File: config.mk
export PLATFORM = sky130hd
export DESIGN_NAME = banked_reg_file_flat
export DESIGN_NICKNAME = d
export VERILOG_FILES = /design/src/rtl/banked_reg_file_if.sv /design/src/rtl/banked_reg_file.sv /design/src/flat_wrapper.sv
export SDC_FILE = /design/constraint.sdc
export NUM_CORES = 2
export LEC_CHECK = 0
export BUFFER_PORTS_ARGS = -buffer_cell sky130_fd_sc_hd__buf_2
export CORE_AREA = 2 2 647 392
export CTS_CLUSTER_SIZE = 24
export DETAILED_ROUTE_END_ITERATION = 8
export DIE_AREA = 0 0 649 394
export SLEW_MARGIN = 20
export SYNTH_ARGS = -nofsm -noshare
export SYNTH_HDL_FRONTEND = slang
export SYNTH_SLANG_ARGS = --single-unit
File: constraint.sdc
create_clock -name clk -period 4.02 [get_ports clk]
set_clock_uncertainty 0.2 [all_clocks]
set_input_delay 0.804 -clock clk [delete_from_list [all_inputs] [get_ports clk]]
set_output_delay 0.804 -clock clk [all_outputs]
set_load 0.01 [all_outputs]
File: src/rtl/banked_reg_file_if.sv
// Bus bundle for banked_reg_file: clear handshake, write port, reservation port and two read ports.
interface banked_reg_file_if #(
    parameter int WIDTH  = 32,
    parameter int DEPTH  = 32,
    parameter int NBANKS = 2
);
    localparam int ADDR_W = $clog2(DEPTH);
    localparam int BANK_W = (NBANKS > 1) ? $clog2(NBANKS) : 1;

    logic              clr_req;
    logic              ready;
    logic              wr_en;
    logic [BANK_W-1:0] wr_bank;
    logic [ADDR_W-1:0] wr_addr;
    logic [WIDTH-1:0]  wr_data;
    logic              rsv_en;
    logic [BANK_W-1:0] rsv_bank;
    logic [ADDR_W-1:0] rsv_addr;
    logic [BANK_W-1:0] rd1_bank;
    logic [ADDR_W-1:0] rd1_addr;
    logic [WIDTH-1:0]  rd1_data;
    logic              rd1_busy;
    logic [BANK_W-1:0] rd2_bank;
    logic [ADDR_W-1:0] rd2_addr;
    logic [WIDTH-1:0]  rd2_data;
    logic              rd2_busy;

    modport master (
        output clr_req, wr_en, wr_bank, wr_addr, wr_data,
        output rsv_en, rsv_bank, rsv_addr,
        output rd1_bank, rd1_addr, rd2_bank, rd2_addr,
        input  ready, rd1_data, rd1_busy, rd2_data, rd2_busy
    );

    modport slave (
        input  clr_req, wr_en, wr_bank, wr_addr, wr_data,
        input  rsv_en, rsv_bank, rsv_addr,
        input  rd1_bank, rd1_addr, rd2_bank, rd2_addr,
        output ready, rd1_data, rd1_busy, rd2_data, rd2_busy
    );
endinterface

File: src/rtl/banked_reg_file.sv
// Multi-bank register file with busy scoreboard and sequential clear engine.
// Define WRITE_BYPASS_EN to forward an in-flight write to matching read ports in the same cycle.
module banked_reg_file #(
    parameter int WIDTH  = 32,
    parameter int DEPTH  = 32,
    parameter int NBANKS = 2
) (
    input logic             clk,
    input logic             rst_n,
    banked_reg_file_if.slave bus
);
    localparam int ADDR_W = $clog2(DEPTH);
    localparam int BANK_W = (NBANKS > 1) ? $clog2(NBANKS) : 1;

    typedef enum logic {ST_CLEAR = 1'b0, ST_READY = 1'b1} state_t;

    state_t            state_r;
    logic [ADDR_W-1:0] clrPtr_r;
    logic              ready_r;
    logic              active_s;
    logic              wrOk_s;
    logic              rsvOk_s;
    logic [WIDTH-1:0]  rd1Sel_s [NBANKS];
    logic [WIDTH-1:0]  rd2Sel_s [NBANKS];
    logic              rd1BusySel_s [NBANKS];
    logic              rd2BusySel_s [NBANKS];
    logic [WIDTH-1:0]  rd1Or_s;
    logic [WIDTH-1:0]  rd2Or_s;
    logic              rd1BusyOr_s;
    logic              rd2BusyOr_s;

    assign active_s = (state_r == ST_READY);
    assign wrOk_s   = active_s && bus.wr_en  && (bus.wr_addr  != {ADDR_W{1'b0}});
    assign rsvOk_s  = active_s && bus.rsv_en && (bus.rsv_addr != {ADDR_W{1'b0}});

    // Clear sequencer: sweeps clrPtr over every register, then opens the array.
    always_ff @(posedge clk or negedge rst_n) begin
        if (!rst_n) begin
            state_r  <= ST_CLEAR;
            clrPtr_r <= {ADDR_W{1'b0}};
            ready_r  <= 1'b0;
        end else begin
            case (state_r)
                ST_CLEAR: begin
                    if (bus.clr_req) begin
                        clrPtr_r <= {ADDR_W{1'b0}};
                    end else if (clrPtr_r == ADDR_W'(DEPTH - 1)) begin
                        state_r  <= ST_READY;
                        ready_r  <= 1'b1;
                        clrPtr_r <= {ADDR_W{1'b0}};
                    end else begin
                        clrPtr_r <= clrPtr_r + ADDR_W'(1'b1);
                    end
                end
                ST_READY: begin
                    if (bus.clr_req) begin
                        state_r  <= ST_CLEAR;
                        ready_r  <= 1'b0;
                        clrPtr_r <= {ADDR_W{1'b0}};
                    end
                end
                default: begin
                    state_r  <= ST_CLEAR;
                    ready_r  <= 1'b0;
                    clrPtr_r <= {ADDR_W{1'b0}};
                end
            endcase
        end
    end

    for (genvar b = 0; b < NBANKS; b++) begin : g_bank
        logic [WIDTH-1:0] mem_r [DEPTH];
        logic [DEPTH-1:0] busy_r;
        logic             wrHit_s;
        logic             rsvHit_s;
        logic [WIDTH-1:0] rd1Word_s;
        logic [WIDTH-1:0] rd2Word_s;
        logic             rd1Busy_s;
        logic             rd2Busy_s;

        assign wrHit_s  = wrOk_s  && (bus.wr_bank  == BANK_W'(b));
        assign rsvHit_s = rsvOk_s && (bus.rsv_bank == BANK_W'(b));

        // Array storage: the clear sweep owns the write port until the array is ready.
        always_ff @(posedge clk) begin
            if (!active_s) begin
                mem_r[clrPtr_r] <= {WIDTH{1'b0}};
            end else if (wrHit_s) begin
                mem_r[bus.wr_addr] <= bus.wr_data;
            end
        end

        // Scoreboard: reservation is applied after the write-clear so the newer producer wins.
        always_ff @(posedge clk or negedge rst_n) begin
            if (!rst_n) begin
                busy_r <= {DEPTH{1'b0}};
            end else if (!active_s || bus.clr_req) begin
                busy_r <= {DEPTH{1'b0}};
            end else begin
                if (wrHit_s) busy_r[bus.wr_addr] <= 1'b0;
                if (rsvHit_s) busy_r[bus.rsv_addr] <= 1'b1;
            end
        end

        // Read port 1 view of this bank.
        always_comb begin
            rd1Word_s = {WIDTH{1'b0}};
            rd1Busy_s = 1'b0;
            if (bus.rd1_bank == BANK_W'(b)) begin
                rd1Word_s = mem_r[bus.rd1_addr];
                rd1Busy_s = busy_r[bus.rd1_addr];
`ifdef WRITE_BYPASS_EN
                if (wrHit_s && (bus.wr_addr == bus.rd1_addr)) begin
                    rd1Word_s = bus.wr_data;
                    rd1Busy_s = rsvHit_s && (bus.rsv_addr == bus.rd1_addr);
                end else begin
                    rd1Word_s = mem_r[bus.rd1_addr];
                end
`endif
            end else begin
                rd1Word_s = {WIDTH{1'b0}};
            end
        end

        // Read port 2 view of this bank.
        always_comb begin
            rd2Word_s = {WIDTH{1'b0}};
            rd2Busy_s = 1'b0;
            if (bus.rd2_bank == BANK_W'(b)) begin
                rd2Word_s = mem_r[bus.rd2_addr];
                rd2Busy_s = busy_r[bus.rd2_addr];
`ifdef WRITE_BYPASS_EN
                if (wrHit_s && (bus.wr_addr == bus.rd2_addr)) begin
                    rd2Word_s = bus.wr_data;
                    rd2Busy_s = rsvHit_s && (bus.rsv_addr == bus.rd2_addr);
                end else begin
                    rd2Word_s = mem_r[bus.rd2_addr];
                end
`endif
            end else begin
                rd2Word_s = {WIDTH{1'b0}};
            end
        end

        assign rd1Sel_s[b]     = rd1Word_s;
        assign rd2Sel_s[b]     = rd2Word_s;
        assign rd1BusySel_s[b] = rd1Busy_s;
        assign rd2BusySel_s[b] = rd2Busy_s;
    end

    // Merge banks; a bank index with no matching bank contributes nothing and reads zero.
    always_comb begin
        rd1Or_s     = {WIDTH{1'b0}};
        rd2Or_s     = {WIDTH{1'b0}};
        rd1BusyOr_s = 1'b0;
        rd2BusyOr_s = 1'b0;
        for (int i = 0; i < NBANKS; i++) begin
            rd1Or_s     = rd1Or_s | rd1Sel_s[i];
            rd2Or_s     = rd2Or_s | rd2Sel_s[i];
            rd1BusyOr_s = rd1BusyOr_s | rd1BusySel_s[i];
            rd2BusyOr_s = rd2BusyOr_s | rd2BusySel_s[i];
        end
    end

    assign bus.ready    = ready_r;
    assign bus.rd1_data = (active_s && (bus.rd1_addr != {ADDR_W{1'b0}})) ? rd1Or_s : {WIDTH{1'b0}};
    assign bus.rd2_data = (active_s && (bus.rd2_addr != {ADDR_W{1'b0}})) ? rd2Or_s : {WIDTH{1'b0}};
    assign bus.rd1_busy = active_s && (bus.rd1_addr != {ADDR_W{1'b0}}) && rd1BusyOr_s;
    assign bus.rd2_busy = active_s && (bus.rd2_addr != {ADDR_W{1'b0}}) && rd2BusyOr_s;
endmodule

File: src/flat_wrapper.sv
// flat-port wrapper written by rule: the top's interface ports become plain ports
module banked_reg_file_flat 
#(
    parameter int WIDTH  = 32,
    parameter int DEPTH  = 32,
    parameter int NBANKS = 2
)
  (clk, rst_n, bus_clr_req, bus_wr_en, bus_wr_bank, bus_wr_addr, bus_wr_data, bus_rsv_en, bus_rsv_bank, bus_rsv_addr, bus_rd1_bank, bus_rd1_addr, bus_rd2_bank, bus_rd2_addr, bus_ready, bus_rd1_data, bus_rd1_busy, bus_rd2_data, bus_rd2_busy);
  banked_reg_file_if #(.WIDTH(WIDTH), .DEPTH(DEPTH), .NBANKS(NBANKS)) bus_i ();
  input logic clk;
  input logic rst_n;
  input wire logic [$bits(bus_i.clr_req)-1:0] bus_clr_req;
  input wire logic [$bits(bus_i.wr_en)-1:0] bus_wr_en;
  input wire logic [$bits(bus_i.wr_bank)-1:0] bus_wr_bank;
  input wire logic [$bits(bus_i.wr_addr)-1:0] bus_wr_addr;
  input wire logic [$bits(bus_i.wr_data)-1:0] bus_wr_data;
  input wire logic [$bits(bus_i.rsv_en)-1:0] bus_rsv_en;
  input wire logic [$bits(bus_i.rsv_bank)-1:0] bus_rsv_bank;
  input wire logic [$bits(bus_i.rsv_addr)-1:0] bus_rsv_addr;
  input wire logic [$bits(bus_i.rd1_bank)-1:0] bus_rd1_bank;
  input wire logic [$bits(bus_i.rd1_addr)-1:0] bus_rd1_addr;
  input wire logic [$bits(bus_i.rd2_bank)-1:0] bus_rd2_bank;
  input wire logic [$bits(bus_i.rd2_addr)-1:0] bus_rd2_addr;
  output wire logic [$bits(bus_i.ready)-1:0] bus_ready;
  output wire logic [$bits(bus_i.rd1_data)-1:0] bus_rd1_data;
  output wire logic [$bits(bus_i.rd1_busy)-1:0] bus_rd1_busy;
  output wire logic [$bits(bus_i.rd2_data)-1:0] bus_rd2_data;
  output wire logic [$bits(bus_i.rd2_busy)-1:0] bus_rd2_busy;
  assign bus_i.clr_req = bus_clr_req;
  assign bus_i.wr_en = bus_wr_en;
  assign bus_i.wr_bank = bus_wr_bank;
  assign bus_i.wr_addr = bus_wr_addr;
  assign bus_i.wr_data = bus_wr_data;
  assign bus_i.rsv_en = bus_rsv_en;
  assign bus_i.rsv_bank = bus_rsv_bank;
  assign bus_i.rsv_addr = bus_rsv_addr;
  assign bus_i.rd1_bank = bus_rd1_bank;
  assign bus_i.rd1_addr = bus_rd1_addr;
  assign bus_i.rd2_bank = bus_rd2_bank;
  assign bus_i.rd2_addr = bus_rd2_addr;
  assign bus_ready = bus_i.ready;
  assign bus_rd1_data = bus_i.rd1_data;
  assign bus_rd1_busy = bus_i.rd1_busy;
  assign bus_rd2_data = bus_i.rd2_data;
  assign bus_rd2_busy = bus_i.rd2_busy;
  banked_reg_file #(.WIDTH(WIDTH), .DEPTH(DEPTH), .NBANKS(NBANKS)) u_core (.clk(clk), .rst_n(rst_n), .bus(bus_i));
endmodule
==> flow_summary_export.csv <==
group,metric,value,unit
clock_tree,insertion_delay,0.87,ns
synth,syn_inst,5280,
synth,muxShareOfSynthArea,26.7,%
floorplan,initial_core_util,39.7,%
floorplan,die-area,256000,um2
setup_path,critPathCaptureType,"output port",
sta,whs,0.0563,ns
grt,grt_max_degree,72,
sta,period_minus_slack,4.11,ns
floorplan,dieHeight,394,um
grt,grt_pass1_wl,486,mm
min_path,min_path_cells,2,
setup_path,startpoint_type,"primary input",
setup_path,worstPathRequired,3.02,ns
clock_tree,numCtsBuffers,197,
setup_path,critPathKind,"in2out",
power,p_leak,42.5,nW
synth,ys_ff_latch,2119,
synth,synth_area_leaders,"edfxtp_1, mux4_2, mux2i_1, o221ai_1, dfrtp_1",
min_path,hold_class,"in2reg",
setup_path,cp.arrival,3.11,ns
floorplan,core-area,251000,um2
routing,drcViolationCount,0,
setup_path,slowest_delay,0.51,ns
clock_tree,clock-sinks,2119,
clock_tree,htreeDepth,4,
synth,synth-xor-area-share,0,%
grt,grt_pass1_vias,61308,
run_status,outcome,"finished, violations left",
synth,yosysTopAreaCell,"edfxtp_1",
sta,setup_viol_count_final,26,
synth,yosys.area_share.simple,2.53,%
sta,relSlewSlack,28.2,%
routing,firstDrtPassIters,7,
sta,hold_violations,0,
synth,syn_area_per_cell,18.8,um2
synth,synth.distinct_cells,56,
synth,synth_top_area_share,61.8,%
cells_and_area,fin_nets,6083,
placed_design,gp_congestion,0.855,
setup_path,rr_startpoint,"u_core.active_s$_DFF_PN0_",
setup_path,cp_max_fo,7,
routing,avgRoutedWirePerCell,37.4,um
synth,synth_enable_flop_cells,2048,
power,ir_drop,0.356,mV
clock_tree,clk_pin_slew,0.06,ns
power,pwr_density_cell,397,nW/um2
setup_path,critPathLaunch,"bus_rd1_addr[0]",
sta,fmax,0.243,GHz
setup_path,crit_top_cell,"buf_16",
cells_and_area,area_growth,22.9,%
synth,synthArstFlopShare,3.35,%
floorplan,rows,143,
routing,wl,356,mm
sta,rsz0062_at_grt,"true",
clock_tree,cts_tree,"done",
floorplan,ios,128,
synth,synth-compound-area-share,5.10,%
placed_design,postPlaceCellArea,111000,um2
routing,viasPerCell,6.70,
routing,dr.first_iter.drc_count,10549,
cells_and_area,fin_cells,9520,
min_path,min_from,"bus_clr_req",
synth,ys_seq_area_share,63.6,%
synth,synth_ff_type,"edfxtp_1",
clock_tree,clk_path_buf_depth,4,
setup_path,cp_cell_sequence,"buf_16, buf_16, buf_16, clkbuf_16, mux4_2, mux4_2, o22ai_2, buf_6, a31oi_4, buf_2",
sta,tns,-0.905,ns
synth,synthAdderAreaFrac,0.0252,%
synth,yosysWarnings,0,
grt,grt_overflow_total,0,
setup_path,cp_slowest_cell,"mux4_2",
cells_and_area,layout-drive-gt1-share,40.8,%
sta,fin_crit_sh,102,%
setup_path,rr_worst_depth,7,
flow_run,drv_cap,0,
routing,detail-route-antenna-nets,0,
floorplan,die_w,649,um
sta,worst_slew_pin_slew,1.08,ns
synth,synth_nets,5343,
routing,vias,63762,
placed_design,place_inst,8999,
power,finalPower,48.5,mW
grt,antenna_found_initial,24,
synth,syn_area,99400,um2
placed_design,hpwl,213,mm
clock_tree,cts-root-buf,"clkbuf_16",
run_status,violations,"setup timing",
sta,setup_ws,-0.0899,ns
sta,slew_viol_final,0,
grt,grtUsageTotal,26.9,%
synth,synth_top_family_by_area,"multiplexers",
placed_design,io_buffers,127,
cells_and_area,final_area,122000,um2
## state kept, by name, indices dropped and copies added (netlist names)
signal	flops
u_core.g_bank.mem_r	2048
u_core.g_bank.busy_r	64
u_core.clrPtr_r	5
u_core.active_s	1
u_core.bus.ready	1
## cells in the mapped netlist, drive strengths merged, types with 9 or more instances
cell,number
nor2b,14
and2,69
o221ai,215
mux2i,499
and3,10
nand3,13
a31oi,56
or3,102
nor3,17
dfrtp,71
buf,227
a21oi,190
mux4,952
mux2,11
o22ai,156
nand3b,9
nor2,96
a211oi,19
nand2,145
clkbuf,207
edfxtp,2048
o21ai,76
## area by class of cell
cell class,instances,area [um2]
clock inverter,124,1400
tap,3335,4170
multi-input combinational,2720,36500
inverter,7,41.3
sequential,2119,63300
fill,20198,128000
clock buffer,228,5100
timing repair buffer,975,11700
antenna,12,30.0
## cells by family (layout without fill, tap and decap cells)
group                    Yosys count  count (layout)
AO/OA/AOI/OAI                    757             757
flip-flops                      2119            2119
multiplexers                    1462            1462
other                              0              12
adder cells (fa/ha/maj)            2               2
buffers and inverters            441            1334
AND/OR/NAND/NOR                  499             499
## power by group
group | switching (mW) | internal (mW) | leakage, nW
Combinational | 2.51 | 2.19 | 17.6
Clock | 8.57 | 11.0 | 3.18
Sequential | 0.101 | 24.1 | 21.7
## placed cells by master (no fill, tap or decap), types with 102 or more instances in the layout
master,count
o22ai_1,115
buf_12,191
o221ai_1,162
edfxtp_1,2048
clkbuf_16,216
nand2_1,137
buf_6,102
buf_4,483
mux4_2,952
a21oi_1,187
mux2i_1,486
## worst max-delay path: cells and delay by family
kind                   cells  cell delay [ns]
buffers and inverters      6             1.03
AO/OA/AOI/OAI              2             0.22
multiplexers               2             1.00
## metal layers
layer | wire (um) | GRT usage (%) | up-vias
met5 | 23 | 0 | -
met4 | 14300 | 9.34 | 4
met3 | 46100 | 6.52 | 686
met2 | 156000 | 39.6 | 4786
met1 | 140000 | 39.3 | 33925
li1 | - | - | 24361
## repair_timing
| action | CTS | global route |
|---|---|---|
| pin swaps | 33 | 61 |
| setup endpoints to repair | 66 | 63 |
| gates cloned | 23 | 18 |
| resized for setup | 280 | 246 |
| endpoints found under the hold margin | 71 | 0 |
| setup buffers | 61 | 68 |
| hold buffers | 1 | 0 |
## stage by stage
stage	util [%]	worst slack, ns
after global routing	48.7	-0.110
after global placement	44.1	-0.555
after CTS	47.8	-0.113
after detailed placement	44.1	-0.562
final	48.7	-0.0899
after floorplan	-	-0.0804
## path summary, 6_finish.rpt
check | endpoint | slack [ns]
worst max-delay path | bus_rd1_data[12] | -0.09
worst min-delay path | u_core.clrPtr_r[1]$_DFFE_PN0N_ | 0.06
worst max register to register | u_core.g_bank[1].mem_r[0][25]$_DFFE_PP_ | 0.61
worst min register to register | u_core.g_bank[1].busy_r[0]$_DFF_PN0_ | 0.32
max in group asynchronous | u_core.active_s$_DFF_PN0_ | 2.41
min in group asynchronous | u_core.g_bank[1].busy_r[15]$_DFF_PN0_ | 0.48
Note: power is estimated with default switching activity, not from simulation.
